$ cat config.mk
export PLATFORM = sky130hd
export DESIGN_NAME = processing_element_mc
export DESIGN_NICKNAME = d
export VERILOG_FILES = /design/src/rtl/processing_element_mc.sv
export SDC_FILE = /design/constraint.sdc
export NUM_CORES = 2
export LEC_CHECK = 0
export ABC_AREA = 1
export CORE_MARGIN = 2
export CORE_UTILIZATION = 50
export DETAILED_ROUTE_END_ITERATION = 6
export PLACE_DENSITY = 0.81
export SETUP_SLACK_MARGIN = 0.5
export SLEW_MARGIN = 5
export SYNTH_ARGS = -nofsm -noshare
export SYNTH_HDL_FRONTEND = slang
export SYNTH_SLANG_ARGS = --single-unit
$ cat constraint.sdc
create_clock -name clk -period 12.3 [get_ports clk]
set_input_delay 2.46 -clock clk [delete_from_list [all_inputs] [get_ports clk]]
set_output_delay 2.46 -clock clk [all_outputs]
set_load 0.02 [all_outputs]
$ cat src/rtl/processing_element_mc.sv
// rtl/processing_element_mc.sv - multi-lane input-stationary systolic PE with scan-drained accumulators
// Optional feature: define PE_ZERO_GATING_EN for threshold zero gating and the gated_cnt counter.
module processing_element_mc #(
  parameter int WIDTH_A   = 16,
  parameter int WIDTH_B   = 16,
  parameter int WIDTH_MAC = 48,
  parameter int WIDTH_T   = 2,
  parameter int LANES     = 4,
  parameter int STAGE     = 0
) (
  input  logic                         clk,
  input  logic                         rst_n,
  input  logic [LANES*WIDTH_A-1:0]     a_in,
  input  logic                         load_en,
  input  logic                         c_switch,
  input  logic [LANES*WIDTH_B-1:0]     b_in,
  input  logic [LANES*WIDTH_MAC-1:0]   mac_in,
  input  logic                         pipeline_en,
  input  logic                         cell_en,
  input  logic                         reg_clear,
  input  logic                         mode,
  input  logic                         cscan_en,
  input  logic [WIDTH_MAC-1:0]         scan_in,
  input  logic [WIDTH_T-1:0]           thres,
  input  logic                         cell_sc_en,
  output logic                         cell_out,
  output logic [WIDTH_MAC-1:0]         scan_out,
  output logic [LANES*WIDTH_B-1:0]     weight_out,
  output logic [LANES*WIDTH_MAC-1:0]   mac_out
);

  localparam int PW = WIDTH_A + WIDTH_B;

  logic adv;
  logic do_comp;
  assign adv     = pipeline_en & cell_en;
  assign do_comp = adv & ~cscan_en & ~reg_clear;

  logic [WIDTH_A-1:0]   shadow [LANES];
  logic [WIDTH_A-1:0]   active [LANES];
  logic [WIDTH_MAC-1:0] acc    [LANES];
  logic [WIDTH_MAC-1:0] mac_q  [LANES];
  logic [WIDTH_B-1:0]   w_q    [LANES];
  logic                 cell_q;

  logic [LANES*WIDTH_MAC-1:0] prod_x;
  logic [WIDTH_MAC-1:0]       prod_use [LANES];
  logic [WIDTH_MAC-1:0]       mac_use  [LANES];

`ifdef PE_ZERO_GATING_EN
  logic [LANES-1:0] gate;
`else
  logic unused_thres;
  assign unused_thres = ^thres;
`endif

  for (genvar i = 0; i < LANES; i++) begin : g_lane
    logic signed [WIDTH_A-1:0] a_s;
    logic signed [WIDTH_B-1:0] b_s;
    logic signed [PW-1:0]      p;
    assign a_s = active[i];
    assign b_s = b_in[i*WIDTH_B +: WIDTH_B];
    assign p   = PW'(a_s) * PW'(b_s);
`ifdef PE_ZERO_GATING_EN
    // One extra magnitude bit so the most negative operand is not mistaken for small.
    logic [WIDTH_A:0] a_ext, a_mag, a_lim;
    logic [WIDTH_B:0] b_ext, b_mag, b_lim;
    assign a_ext = {a_s[WIDTH_A-1], a_s};
    assign b_ext = {b_s[WIDTH_B-1], b_s};
    assign a_mag = a_ext[WIDTH_A] ? -a_ext : a_ext;
    assign b_mag = b_ext[WIDTH_B] ? -b_ext : b_ext;
    assign a_lim = (WIDTH_A+1)'(1) << thres;
    assign b_lim = (WIDTH_B+1)'(1) << thres;
    assign gate[i] = (a_mag < a_lim) || (b_mag < b_lim);
    assign prod_x[i*WIDTH_MAC +: WIDTH_MAC] = gate[i] ? '0 : WIDTH_MAC'(p);
`else
    assign prod_x[i*WIDTH_MAC +: WIDTH_MAC] = WIDTH_MAC'(p);
`endif
    assign weight_out[i*WIDTH_B +: WIDTH_B]   = w_q[i];
    assign mac_out[i*WIDTH_MAC +: WIDTH_MAC]  = mac_q[i];
  end

  if (STAGE == 1) begin : g_pipe
    // mac_in is delayed alongside the product so both reach the adder together.
    logic [WIDTH_MAC-1:0] prod_q [LANES];
    logic [WIDTH_MAC-1:0] mac_d  [LANES];
    always_ff @(posedge clk or negedge rst_n) begin
      if (!rst_n) begin
        for (int i = 0; i < LANES; i++) begin
          prod_q[i] <= '0;
          mac_d[i]  <= '0;
        end
      end else if (reg_clear) begin
        for (int i = 0; i < LANES; i++) begin
          prod_q[i] <= '0;
          mac_d[i]  <= '0;
        end
      end else if (do_comp) begin
        for (int i = 0; i < LANES; i++) begin
          prod_q[i] <= prod_x[i*WIDTH_MAC +: WIDTH_MAC];
          mac_d[i]  <= mac_in[i*WIDTH_MAC +: WIDTH_MAC];
        end
      end
    end
    always_comb begin
      for (int i = 0; i < LANES; i++) begin
        prod_use[i] = prod_q[i];
        mac_use[i]  = mac_d[i];
      end
    end
  end else begin : g_comb
    always_comb begin
      for (int i = 0; i < LANES; i++) begin
        prod_use[i] = prod_x[i*WIDTH_MAC +: WIDTH_MAC];
        mac_use[i]  = mac_in[i*WIDTH_MAC +: WIDTH_MAC];
      end
    end
  end

  always_ff @(posedge clk or negedge rst_n) begin
    if (!rst_n) begin
      for (int i = 0; i < LANES; i++) begin
        shadow[i] <= '0;
        active[i] <= '0;
        acc[i]    <= '0;
        mac_q[i]  <= '0;
        w_q[i]    <= '0;
      end
      cell_q <= 1'b0;
    end else begin
      // Stationary registers survive reg_clear; a simultaneous load lands after the switch reads shadow.
      for (int i = 0; i < LANES; i++) begin
        if (load_en) shadow[i] <= a_in[i*WIDTH_A +: WIDTH_A];
        if (adv && c_switch) active[i] <= shadow[i];
      end
      cell_q <= reg_clear ? 1'b0 : cell_sc_en;
      if (reg_clear) begin
        for (int i = 0; i < LANES; i++) begin
          acc[i]   <= '0;
          mac_q[i] <= '0;
          w_q[i]   <= '0;
        end
      end else if (cscan_en) begin
        acc[0] <= scan_in;
        for (int i = 1; i < LANES; i++) acc[i] <= acc[i-1];
      end else if (adv) begin
        for (int i = 0; i < LANES; i++) begin
          w_q[i] <= b_in[i*WIDTH_B +: WIDTH_B];
          if (mode) begin
            acc[i]   <= acc[i] + prod_use[i];
            mac_q[i] <= mac_use[i];
          end else begin
            mac_q[i] <= mac_use[i] + prod_use[i];
          end
        end
      end
    end
  end

`ifdef PE_ZERO_GATING_EN
  logic [15:0] gated_cnt;
  logic [16:0] cnt_sum;
  always_comb begin
    cnt_sum = {1'b0, gated_cnt};
    for (int i = 0; i < LANES; i++) cnt_sum = cnt_sum + 17'(gate[i]);
  end
  always_ff @(posedge clk or negedge rst_n) begin
    if (!rst_n) begin
      gated_cnt <= '0;
    end else if (reg_clear) begin
      gated_cnt <= '0;
    end else if (do_comp) begin
      gated_cnt <= cnt_sum[16] ? 16'hFFFF : cnt_sum[15:0];
    end
  end
`endif

  assign scan_out = acc[LANES-1];
  assign cell_out = cell_q;

endmodule

### Yosys cells after proc, flatten, opt, wreduce, memory -nomap -nowiden

Index checks and enable logic that the tools add are counted.
W data, S select, Z words.

| storage, ports and cells | value |
|---|---|
| input bits | 380 |
| latch bits | 0 |
| flip-flop bits (word level) | 577 |
| memories | 0 |
| output and inout bits | 305 |
| bits in read-only memories | 0 |
| memory bits (writable) | 0 |

| operators by class | value |
|---|---|
| shift-type cells | 0 |
| add/sub/neg operators | 8 |
| bitwise operators | 1 |
| divide/modulo/power cells | 0 |
| equal/unequal tests | 1 |
| order comparisons | 0 |
| mux-type cells | 18 |
| reductions and logical operators | 6 |
| $mul | 4 |

Operator list:

| operator | count |
|---|---|
| $mux W192 | 6 |
| $add A48 B48 Y48 | 8 |
| $mux W48 | 8 |
| $mux W64 | 3 |
| $mul A16 B16 Y32 | 4 |
| $reduce_bool A3 Y1 | 2 |
| $reduce_and A2 Y1 | 2 |
| $ne A2 B2 Y1 const B | 1 |
| $reduce_bool A2 Y1 | 1 |
| $and A1 B1 Y1 | 1 |
| $logic_and A1 B1 Y1 | 1 |
| $mux W1 | 1 |

### Logic depth before layout (Yosys ltp)

| depth | value |
|---|---|
| depth after elaboration | 6 |
| mapped depth | 44 |

### Least setup slack after synthesis

No wires, ideal clock.

| path | value |
|---|---|
| path type | input port to flip-flop |
| start point | input b_in[21] |
| end point | register acc[143] in the netlist's numbering |
| cell stages on the path | 37 |
| arrival | 9.666 ns |
| slack | 2.513 ns |
| buffers on the path | 2 |
| cell sequence | clkbuf_1 clkbuf_1 nand2_1 fa_1 inv_1 fa_1 fa_1 inv_1 fa_1 inv_1 fa_1 inv_1 fa_1 inv_1 ha_1 nand2_1 nor2_1 nand2_1 nor3_1 nand2_1 inv_1 nor2_1 nand2_1 nand2_2 inv_1 ha_1 inv_1 o21ai_0 or2_2 a21oi_1 nor2_1 nor2_1 nand3_1 inv_1 nand3_1 nand3_1 a21oi_1 |

| on the way | value |
|---|---|
| cells in the longest elaborated chain, start to end | 6 |

RTL lines:

| item | line | source |
|---|---|---|
| from (decl) | 16 | `input logic [LANES*WIDTH_B-1:0] b_in,` |
| $mul A16 B16 Y32 | 63 | `assign p = PW'(a_s) * PW'(b_s);` |
| $add A48 B48 Y48 | 150 | `acc[i] <= acc[i] + prod_use[i];` |
| $mux W48 | 149 | `if (mode) begin` |
| $mux W192 | 146 | `end else if (adv) begin` |
| $mux W192 | 143 | `end else if (cscan_en) begin` |
| $mux W192 | 137 | `if (reg_clear) begin` |
| to (signal, indexed assignment) | 150 |  |
| to (decl) | 41 | `logic [WIDTH_MAC-1:0] acc [LANES];` |

Every way passes these cells. The select of a mux whose other input is x is not followed.
A chain may end at the register's enable or synchronous reset.

### Worst setup path in the final report

| path | value |
|---|---|
| start point | input b_in[34] |
| end point | register acc[95] in the netlist's numbering |

Same word-level chain as after synthesis.

==> run summary <==
The post-placement setup slack is 0.864 ns, and the mean post-synth cell area is 6.90 µm². The class of the most critical setup path is in -> reg. From synthesis to final layout, the design area changed by 11.9%. Of all flip-flops after synthesis, the portion carrying an async set or reset was 100%. Headroom to the max-slew limit came out at 6.78%. Endpoint kind of the worst setup timing path: a register. For this run, the leading register cell type out of synthesis is dfrtp_1. The tools report the data required time of the worst path as 12.97 ns. Wire segments on met3 add up to 26.0 mm in the final route.

After synthesis the netlist holds a flip-flop and latch count of 577. The initialized floorplan defines 159 standard-cell rows. In the synthesized netlist, mux cells make up 0.0425% of the area. Pin placement for this block handled 685 I/O pins. The synthesized design devotes to its leading area cell type 22.4% of total area. STA classifies the critical path startpoint as an input pin. The startpoint identified for the worst hold timing path is mac_out[17].

For this run, the register share of the synthesized area comes to 15.3%. Summed over all instances, the cell type with the most area after synthesis is fa_1. TritonCTS built the clock tree. The wire length of the first global-routing pass was 527 mm. Launching element of the worst setup path: b_in[34].

The share of final-layout standard cells stronger than drive strength 1 was 3.10%; the total length of routed wires was 344 mm. Of the available clock period, the critical path in the final layout requires 88.4%. For this design, the CTS-stage hold fixing added 0 buffers. The number of enable-type register cells in the synthesized netlist is 0, and the total setup violations reported at the end of the flow is 0. At the end of the flow, the number of nets in the layout was 16,200. Before antenna repair, the detailed router went through 7 iterations.

The detailed router put a total of 129 mm of wire on met1. The total clock sinks is 577. In the layout the commonest cells are nand2_1 (3,332), inv_1 (2,785), nor2_1 (1,267). The cell with the largest stage delay on the worst path was clkdlybuf4s50_1. The flow ran to the end, but the final reports show violations. Global routing consumed, over all layers together, 35.7% of the routing resources. In this run the number of H-tree levels came out at 3. The number of placed instances, taps included, is 16,400. At the pin with the least slew margin, the transition time is 1.39 ns. The cell count after synthesis was 13,700.

After global routing the overflow that remains totals 0. Detailed placement ended at an HPWL of 285 mm. In this run the critical register-to-register path is launched from g_lane[2].a_s[15]. The detail route stage leaves a number of antenna-violating nets equal to 0. Total clock buffers created by CTS: 78. Setup repair after global routing left no endpoint under its margin. The tools report the clock tree root driver cell as clkbuf_16.

The area fraction in compound gates after synthesis is 12.3%. In this run the worst hold path is classified as reg -> reg. The overall die height is 438 µm, and the via density per instance is 5.51. The post-synthesis cell type count is 68, and the number of port buffers is 682.

Gates resized during post-CTS repair numbered 0. The tool flagged a number of max-cap violations equal to 0. Summing over every cut layer, the via total after detailed routing is 91,200. For the maximum clock skew at final layout, the log shows 0.0364 ns. Derived from the worst setup path, the maximum achievable clock frequency is 91.9 MHz. The count of unresolved DRC violations after routing is 4. For this configuration, the core starts out at a cell density of 50.2%. The run gives 16,600 as the number of standard cells in the final layout excluding fillers. The iteration-0 DRC count of the detailed router is 7,743, and the smallest setup slack after layout is 1.42 ns.

The run gives 0 as the number of max-slew violations in the final report. The number of buffers between clock root and the deepest sink was 3; the number of antenna violations at the first check in global routing was 21. Of the total synthesized cell area, the portion taken by full adders, half adders and majority gates is 32.1%.

The xor and xnor fraction of the mapped netlist area works out to 1.64%. The number of nets produced by synthesis came out at 15,800. The highest routing layer actually used was met5. From left edge to right edge, the die measures 438 µm. The clock-pin slew reported for the worst setup and hold paths after clock tree synthesis came out at 0.06 ns.

For the post-synthesis cell area, the log shows 94,300 µm². In the detailed route, the total length drawn on met2 is 159 mm. At the end of routability-driven placement, the weighted congestion stood at 1.05.

Of the total synthesized cell area, the portion taken by AND, OR, NAND and NOR gates is 25.1%. For the latest clock arrival within the worst-skew pair, the log shows 0.76 ns. Sorting the synthesized cells by area gives the leading types as fa_1 (22%), dfrtp_1 (15%), nand2_1 (13%). The number of global-route vias before repair is 90,400. Leaving out fill and tap cells, the most frequent cell in the layout is nand2_1.

The floorplan step defined a die boundary enclosing 192,000 µm². After routing, the total negative slack on setup checks comes to 0 ns. The worst path arrival time is 11.54 ns, and the maximum fanout along the worst path is 17. The logs give 0 for the number of buffers inserted to repair setup after CTS and 0 for the number of warnings printed during yosys synthesis. After layout, the minimum clock period comes to 10.88 ns.

Entering global routing, the biggest net connects 228 pins. The run gives 0.479 ns as the final-layout worst hold slack. The final reports fail on DRC.

For the number of failing hold endpoints at the final stage, the log shows 0. The main combinational cell family by area after synthesis is adder cells. The stage delay of the slowest cell on the critical path is 0.81 ns, and the final routed wire length divided by cell count is 20.8 µm.

The core area came out at 188,000 µm².
## per-layer routing
metal	global-route usage (%)	vias up
met3	5.56	962
met2	57.8	3821
met5	0	-
li1	-	43000
met1	43.0	43400
met4	26.6	10
## stage by stage
stage | util, % | instance area [µm²]
after floorplan | - | 94300
after global placement | 54.8 | 103000
after detailed placement | 54.8 | 103000
final | 56.2 | 106000
after global routing | 56.2 | 106000
after CTS | 56.2 | 105000
## layout make-up
type	instances	area (µm²)
clock buffers	95	2130
flip-flops and latches	577	14400
diodes	14	35.0
clock inverters	46	588
inverters	2804	10600
fillers	17900	82100
repair buffers	779	7610
well taps	2495	3120
multi-input cells	9752	67000
## logic make-up (layout without fill, tap and decap cells)
group           Yosys count  count (layout)
fa+ha+maj              1782            1782
flops                   577             577
xor+xnor                176             176
buf+inv                3329            3724
simple gates           5760            5760
compound gates         2030            2030
other cells               0              14
mux                       4               4
## cells in the mapped netlist, types with 80 or more instances
cell type  count
nor2_1      1267
o21bai_1      86
nor3_1        80
a31oi_1      143
xor2_1       117
ha_1         726
a21oi_1      721
nand2_1     3333
dfrtp_1      577
clkbuf_1     395
nand3_1      755
inv_1       2787
fa_1        1056
o21ai_0      717
nand4_1      105
## worst max-delay path: cells and delay by family
kind	cells	cell delay [ns]
compound gates	6	1.20
fa+ha+maj	8	4.17
buf+inv	8	1.83
simple gates	11	1.88
## registers in the layout, summed over array words and instances, names as in the netlist
register and cells:
cell_out 1, weight_out 64, acc 144, g_lane.a_s 64, scan_out 48, shadow 64
mac_out 192
## path summary, 6_finish.rpt
kind / endpoint / slack (ns) / cells past startpoint
worst min register to register: mac_out[17] / 0.48 / 2
worst max-delay path: acc[95] / 1.42 / 33
worst min-delay path: mac_out[17] / 0.48 / 2
worst max register to register: acc[95] / 3.13 / 32
min in group asynchronous: shadow[58] / 1.72 / 1
max in group asynchronous: mac_out[164] / 8.37 / 3
Power is not shown: default switching activity piles up to over one toggle a cycle in this logic, so the estimate is an artifact.
